--- src/rtl/xor_accum_pipe_pkg.sv ---
// Package for the XOR/accumulate pipeline.
// Holds the per-beat operation encoding shared by the interface and the top.
package xor_accum_pkg;

  localparam int OP_W = 2;

  typedef enum logic [OP_W-1:0] {
    OP_XOR    = 2'd0,
    OP_XNOR   = 2'd1,
    OP_ACCUM  = 2'd2,
    OP_PASS_A = 2'd3
  } op_e;

endpackage

--- src/rtl/xor_accum_pipe_if.sv ---
// Operand/result bus of the XOR/accumulate pipeline.
//  clear      producer -> block  synchronous accumulator clear
//  in_valid   producer -> block  operand beat valid
//  in_ready   block -> producer  beat accepted this cycle when both high
//  a, b       producer -> block  operands
//  mode       producer -> block  per-beat operation
//  out_valid  block -> consumer  result valid
//  out_ready  consumer -> block  consumer takes result
//  out_data   block -> consumer  result
//  out_parity block -> consumer  XOR-reduce of out_data
//  acc_data   block -> consumer  registered accumulator value
interface xor_accum_pipe_if
  import xor_accum_pkg::*;
#(
  parameter int WIDTH = 8
);
  logic             clear;
  logic             in_valid;
  logic             in_ready;
  logic [WIDTH-1:0] a;
  logic [WIDTH-1:0] b;
  op_e              mode;
  logic             out_valid;
  logic             out_ready;
  logic [WIDTH-1:0] out_data;
  logic             out_parity;
  logic [WIDTH-1:0] acc_data;

  modport master (
    output clear, in_valid, a, b, mode, out_ready,
    input  in_ready, out_valid, out_data, out_parity, acc_data
  );

  modport slave (
    input  clear, in_valid, a, b, mode, out_ready,
    output in_ready, out_valid, out_data, out_parity, acc_data
  );

endinterface

--- src/rtl/xor_accum_pipe_stage.sv ---
// One valid/data register of the pipeline with its enable logic.
//  clk, reset_n  clock, async active-low reset
//  in_v, in_d    beat offered by the previous stage
//  nxt_rdy       next stage (or consumer) takes this stage's beat
//  out_v, out_d  registered beat
//  rdy           this stage loads a new beat this cycle
module pipe_stage #(
  parameter int WIDTH = 8
) (
  input  logic             clk,
  input  logic             reset_n,
  input  logic             in_v,
  input  logic [WIDTH-1:0] in_d,
  input  logic             nxt_rdy,
  output logic             out_v,
  output logic [WIDTH-1:0] out_d,
  output logic             rdy
);

  logic             v_q, v_d;
  logic [WIDTH-1:0] d_q, d_d;

  // Empty or draining this cycle: bubbles are overwritten, never held.
  assign rdy = !v_q || nxt_rdy;

  always_comb begin
    v_d = v_q;
    d_d = d_q;
    if (rdy) begin
      v_d = in_v;
      // Data only moves with a real beat so it holds its last value otherwise.
      if (in_v) d_d = in_d;
    end
  end

  always_ff @(posedge clk or negedge reset_n) begin
    if (!reset_n) begin
      v_q <= 1'b0;
      d_q <= '0;
    end else begin
      v_q <= v_d;
      d_q <= d_d;
    end
  end

  assign out_v = v_q;
  assign out_d = d_q;

endmodule

--- src/rtl/xor_accum_pipe.sv ---
// WIDTH-bit XOR / XNOR / running-XOR accumulate / pass-A unit behind a
// STAGES-deep valid/ready pipeline with backpressure.
//  clk      rising-edge clock
//  reset_n  asynchronous active-low reset
//  bus      operand/result bus (slave side), see xor_accum_pipe_if
module xor_accum_pipe
  import xor_accum_pkg::*;
#(
  parameter int WIDTH  = 8,
  parameter int STAGES = 2
) (
  input  logic                clk,
  input  logic                reset_n,
  xor_accum_pipe_if.slave     bus
);

  logic [WIDTH-1:0] acc_q, acc_d;
  logic [WIDTH-1:0] acc_base;
  logic [WIDTH-1:0] res_d;
  logic             accept;

  logic             s1_v, s1_rdy, s1_nxt_rdy;
  logic [WIDTH-1:0] s1_d;
  logic             last_v;
  logic [WIDTH-1:0] last_d;

  always_comb begin
    accept   = bus.in_valid && s1_rdy;
    // Clear takes effect before an ACCUM beat in the same cycle.
    acc_base = bus.clear ? '0 : acc_q;
    acc_d    = acc_base;
    res_d    = '0;
    case (bus.mode)
      OP_XOR:    res_d = bus.a ^ bus.b;
      OP_XNOR:   res_d = ~(bus.a ^ bus.b);
      OP_ACCUM:  res_d = acc_base ^ bus.a ^ bus.b;
      OP_PASS_A: res_d = bus.a;
      default:   res_d = bus.a;
    endcase
    if (accept && bus.mode == OP_ACCUM) acc_d = acc_base ^ bus.a ^ bus.b;
  end

  always_ff @(posedge clk or negedge reset_n) begin
    if (!reset_n) acc_q <= '0;
    else          acc_q <= acc_d;
  end

  pipe_stage #(.WIDTH(WIDTH)) u_stage1 (
    .clk     (clk),
    .reset_n (reset_n),
    .in_v    (bus.in_valid),
    .in_d    (res_d),
    .nxt_rdy (s1_nxt_rdy),
    .out_v   (s1_v),
    .out_d   (s1_d),
    .rdy     (s1_rdy)
  );

  // Each later stage keeps its own scalar handshake nets so the ready chain
  // is a plain combinational path from out_ready back to in_ready.
  if (STAGES == 1) begin : g_single
    assign s1_nxt_rdy = bus.out_ready;
    assign last_v     = s1_v;
    assign last_d     = s1_d;
  end else begin : g_chain
    for (genvar i = 2; i <= STAGES; i++) begin : g_stage
      logic             prv_v, nxt_rdy, v, rdy;
      logic [WIDTH-1:0] prv_d, d;

      if (i == 2) begin : g_head
        assign prv_v = s1_v;
        assign prv_d = s1_d;
      end else begin : g_body
        assign prv_v = g_stage[i-1].v;
        assign prv_d = g_stage[i-1].d;
      end

      if (i == STAGES) begin : g_tail
        assign nxt_rdy = bus.out_ready;
      end else begin : g_link
        assign nxt_rdy = g_stage[i+1].rdy;
      end

      pipe_stage #(.WIDTH(WIDTH)) u_stage (
        .clk     (clk),
        .reset_n (reset_n),
        .in_v    (prv_v),
        .in_d    (prv_d),
        .nxt_rdy (nxt_rdy),
        .out_v   (v),
        .out_d   (d),
        .rdy     (rdy)
      );
    end

    assign s1_nxt_rdy = g_stage[2].rdy;
    assign last_v     = g_stage[STAGES].v;
    assign last_d     = g_stage[STAGES].d;
  end

  assign bus.in_ready   = s1_rdy;
  assign bus.out_valid  = last_v;
  assign bus.out_data   = last_d;
  assign bus.out_parity = ^last_d;
  assign bus.acc_data   = acc_q;

endmodule

--- src/flat_wrapper.sv ---
// flat-port wrapper written by rule: the top's interface ports become plain ports
module xor_accum_pipe_flat import xor_accum_pkg::*;
#(
  parameter int WIDTH  = 8,
  parameter int STAGES = 2
)
  (clk, reset_n, bus_clear, bus_in_valid, bus_a, bus_b, bus_mode, bus_out_ready, bus_in_ready, bus_out_valid, bus_out_data, bus_out_parity, bus_acc_data);
  xor_accum_pipe_if #(.WIDTH(WIDTH)) bus_i ();
  input  logic clk;
  input  logic reset_n;
  input wire logic [$bits(bus_i.clear)-1:0] bus_clear;
  input wire logic [$bits(bus_i.in_valid)-1:0] bus_in_valid;
  input wire logic [$bits(bus_i.a)-1:0] bus_a;
  input wire logic [$bits(bus_i.b)-1:0] bus_b;
  input wire logic [$bits(bus_i.mode)-1:0] bus_mode;
  input wire logic [$bits(bus_i.out_ready)-1:0] bus_out_ready;
  output wire logic [$bits(bus_i.in_ready)-1:0] bus_in_ready;
  output wire logic [$bits(bus_i.out_valid)-1:0] bus_out_valid;
  output wire logic [$bits(bus_i.out_data)-1:0] bus_out_data;
  output wire logic [$bits(bus_i.out_parity)-1:0] bus_out_parity;
  output wire logic [$bits(bus_i.acc_data)-1:0] bus_acc_data;
  assign bus_i.clear = bus_clear;
  assign bus_i.in_valid = bus_in_valid;
  assign bus_i.a = bus_a;
  assign bus_i.b = bus_b;
  assign bus_i.mode = bus_mode;
  assign bus_i.out_ready = bus_out_ready;
  assign bus_in_ready = bus_i.in_ready;
  assign bus_out_valid = bus_i.out_valid;
  assign bus_out_data = bus_i.out_data;
  assign bus_out_parity = bus_i.out_parity;
  assign bus_acc_data = bus_i.acc_data;
  xor_accum_pipe #(.WIDTH(WIDTH), .STAGES(STAGES)) u_core (.clk(clk), .reset_n(reset_n), .bus(bus_i));
endmodule
--- config.mk ---
export PLATFORM = sky130hd
export DESIGN_NAME = xor_accum_pipe_flat
export DESIGN_NICKNAME = d
export VERILOG_FILES = /design/src/rtl/xor_accum_pipe_pkg.sv /design/src/rtl/xor_accum_pipe_if.sv /design/src/rtl/xor_accum_pipe_stage.sv /design/src/rtl/xor_accum_pipe.sv /design/src/flat_wrapper.sv
export SDC_FILE = /design/constraint.sdc
export NUM_CORES = 1
export LEC_CHECK = 0
export ABC_CLOCK_PERIOD_IN_PS = 2500
export CAP_MARGIN = 20
export CORE_MARGIN = 8
export CORE_UTILIZATION = 41
export CTS_CLUSTER_DIAMETER = 120
export CTS_CLUSTER_SIZE = 10
export DETAILED_ROUTE_END_ITERATION = 12
export GPL_TIMING_DRIVEN = 0
export PLACE_DENSITY = 0.68
export SLEW_MARGIN = 40
export SYNTH_ARGS = -nofsm -noshare
export SYNTH_HDL_FRONTEND = slang
export SYNTH_SLANG_ARGS = --single-unit
--- constraint.sdc ---
create_clock -name clk -period 2.5 [get_ports clk]
set_input_delay 0.5 -clock clk [delete_from_list [all_inputs] [get_ports clk]]
set_output_delay 0.5 -clock clk [all_outputs]
set_load 0.01 [all_outputs]
==> results.py <==
metrics = {
    "outcome": {
        "status": "finished clean",
    },
    "timing": {
        "hold_violations": 0,
        "fin_setup_tns_ns": 0,
        "tightest_slew_ns": 0.573,
        "max_clock_freq_mhz": 430,
        "setup_viol": 0,
        "fin_skew_ns": 0.00126,
        "finalCritPeriodShare_pct": 93.1,
        "setup_ws_ns": 0.173,
        "slew_violations": 0,
        "hold_ws_ns": 0.218,
        "post-route-min-period_ns": 2.33,
        "rsz0062_at_grt": "no",
        "slew_headroom_pct": 61.8,
    },
    "yosys": {
        "syn-num-nets": 192,
        "ys.flop_type": "dfrtp_1",
        "ys_top_cells_by_area": "dfrtp_1 (37%), xnor2_1 (15%), nand4_1 (5.4%)",
        "netlist_area_mm2": 0.00174,
        "synthCells": 169,
        "ys_ff_latch": 26,
        "synth_cell_type_count": 29,
        "synth_warnings": 0,
        "synth-edff-count": 0,
        "synth_most_common_cell": "xnor2_1",
        "yosys.area.top_type_share_pct": 37.4,
        "syn_avg_cell_area_um2": 10.3,
        "synth_common_cells": "xnor2_1 (30), dfrtp_1 (26), nand4_1 (15)",
        "async_reset_ff_share_pct": 100,
        "synth-seq-area-share_pct": 37.4,
        "yosysTopAreaCell": "dfrtp_1",
    },
    "power": {
        "p_leak_nw": 0.861,
        "internal-power_w": 0.000970,
        "switching_share_pct": 30.7,
        "p_clk_share_pct": 16.7,
        "combPwrFrac_pct": 43.5,
        "pwr-share-seq_pct": 39.8,
        "vdd_ir_drop_max_uv": 349,
        "p_switching_w": 0.000429,
        "p_per_area_mw_per_mm2": 629,
    },
    "routing": {
        "vias": 1439,
        "wl_per_cell_um": 15.7,
        "vias_per_cell": 5.53,
        "drt_iter0_markers": 64,
        "finalWirelength_um": 4070,
        "dr.pass1.iters": 4,
        "postRouteAntennaNets": 0,
        "drc": 0,
    },
    "clock_tree": {
        "cts-root-buf": "clkbuf_8",
        "ctsLongestPathBuffers": 2,
        "clkTransAtPathRegs_ns": 0.08,
        "cts_buffers": 3,
        "hold_buffers": 0,
        "cts_sinks": 26,
        "cts_tree": "built",
        "cts_max_level": 1,
        "clkLatencyLatePin_ns": 0.27,
    },
    "job": {
        "drv_cap": 0,
    },
    "floorplanning": {
        "die_w_um": 81.1,
        "fp-row-count": 23,
        "die_y_um": 81.1,
        "core_area_mm2": 0.00403,
        "start_util_pct": 43.1,
        "dieArea_mm2": 0.00658,
        "ioPinCount": 42,
    },
    "finish": {
        "area_delta_synth_final_pct": 27.9,
        "final_core_utilization_pct": 55.2,
        "fillerInstances": 366,
        "insertedDiodeCount": 0,
        "drive_gt1_share_pct": 12.9,
        "finalNetCount": 235,
        "final_area_mm2": 0.00222,
    },
    "critical_path": {
        "r2r_slack_ns": 0.96,
        "rr_endpoint": "u_core.u_stage1.out_d[1]$_DFFE_PN0P_",
        "critPathLaunchType": "input port",
        "reg2reg_depth": 5,
        "r2r_start": "u_core.g_chain.g_stage[2].u_stage.out_v$_DFFE_PN0P_",
        "cp.required_ns": 2.00,
        "criticalPathCategory": "input port to output pin",
        "worst-path-max-fanout": 18,
        "arrival_ns": 1.83,
        "end_kind": "output pin",
    },
    "global_routing": {
        "overflow": 0,
        "antenna_found_initial": 0,
        "grt_max_degree": 27,
        "grtUsageTotal_pct": 12.5,
        "grt_pass1_wl_um": 6740,
        "first_global_vias": 1445,
    },
    "place": {
        "gp_congestion": 0.888,
        "portBuffers": 39,
        "post-place-ws_ns": 0.00683,
        "place_hpwl_um": 3260,
        "place_area_mm2": 0.00219,
    },
    "worst_hold_path": {
        "hold_class": "input port to asynchronous set/reset pin",
    },
}
state kept, by name, indices dropped and copies added (netlist names):
name	flops
u_core.bus.acc_data	8
u_core.g_chain.g_stage.u_stage.out_d	8
u_core.g_chain.g_stage.u_stage.out_v	1
u_core.u_stage1.out_d	8
u_core.u_stage1.out_v	1
how the worst max path moves through the flow:
| stage | end | from | depth (start not counted) | slack [ns] |
|---|---|---|---|---|
| finish | bus_in_ready | bus_out_ready | 3 | 0.17 |
| global route | bus_in_ready | bus_out_ready | 3 | 0.10 |
| CTS | bus_in_ready | bus_out_ready | 3 | 0.17 |
| detailed placement | bus_in_ready | bus_out_ready | 4 | 0.007 |
| global placement | bus_in_ready | bus_out_ready | 4 | 0.02 |
| floorplan | u_core.u_stage1.out_d[7]$_DFFE_PN0P_ | bus_mode[0] | 6 | 1.00 |
worst max-delay path, stage by stage:
cell,delay [ns]
clkdlybuf4s50_1,0.47
nand3b_4,0.26
clkdlybuf4s50_1,0.59
repair_timing:
action	4_1_cts	5_1_grt
gates resized for setup	0	0
endpoints found under the hold margin	0	0
setup endpoints to repair	1	0
setup buffers	0	0
power by group through the flow:
stage	sequential (W)	clock [W]	combinational, W
after global routing	0.000570	0.000248	0.000674
final	0.000557	0.000233	0.000609
after floorplan	0.000581	0	0.000312
after global placement	0.000564	0	0.000611
after detailed placement	0.000568	0	0.000619
after CTS	0.000559	0.000240	0.000619
cells by family after synthesis:
| logic type | Yosys count | share of synthesized area, % |
|---|---|---|
| DFF | 26 | 37.4 |
| buffers and inverters | 11 | 3.81 |
| and+or+nand+nor | 68 | 26.1 |
| xor gates and xnor gates | 31 | 15.6 |
| AOI/OAI and AO/OA | 18 | 7.78 |
| muxes | 15 | 9.22 |
area by class of cell:
cell class	count	area, um2	area share [%]
plain buffers	9	57.6	2.59
clock buffers	3	41.3	1.86
inverters	1	3.75	0.169
multi-input cells	132	1020	45.9
flip-flops and latches	26	651	29.3
well taps	50	62.6	2.82
repair buffers	39	385	17.3
cells in the final DEF, fill, tap and decap left out, drive strengths merged, types with 2 or more instances in the layout:
cell type / instances
and4bb: 7
or4: 7
buf: 9
nor2: 8
a21oi: 7
nand3: 7
nand3b: 2
mux2: 8
clkdlybuf4s50: 38
nand2: 3
clkbuf: 4
mux2i: 7
xnor2: 30
nor3: 8
nand2b: 11
dfrtp: 26
nand4: 15
a2bb2o: 7
per-layer routing:
metal	vias to the layer above	global-route usage [%]	wire length (um)
met1	674	16.6	1950
met5	-	0	0
li1	705	-	-
met2	56	19.7	1790
met3	4	3.31	310
met4	0	2.86	25
metrics by stage:
step / power, W / cells
floorplan: 0.000893 / 169
global placement: 0.00117 / 258
detailed placement: 0.00119 / 258
CTS: 0.00142 / 260
global route: 0.00149 / 260
finish: 0.00140 / 260
No activity file was read; power rests on OpenSTA's default activity.
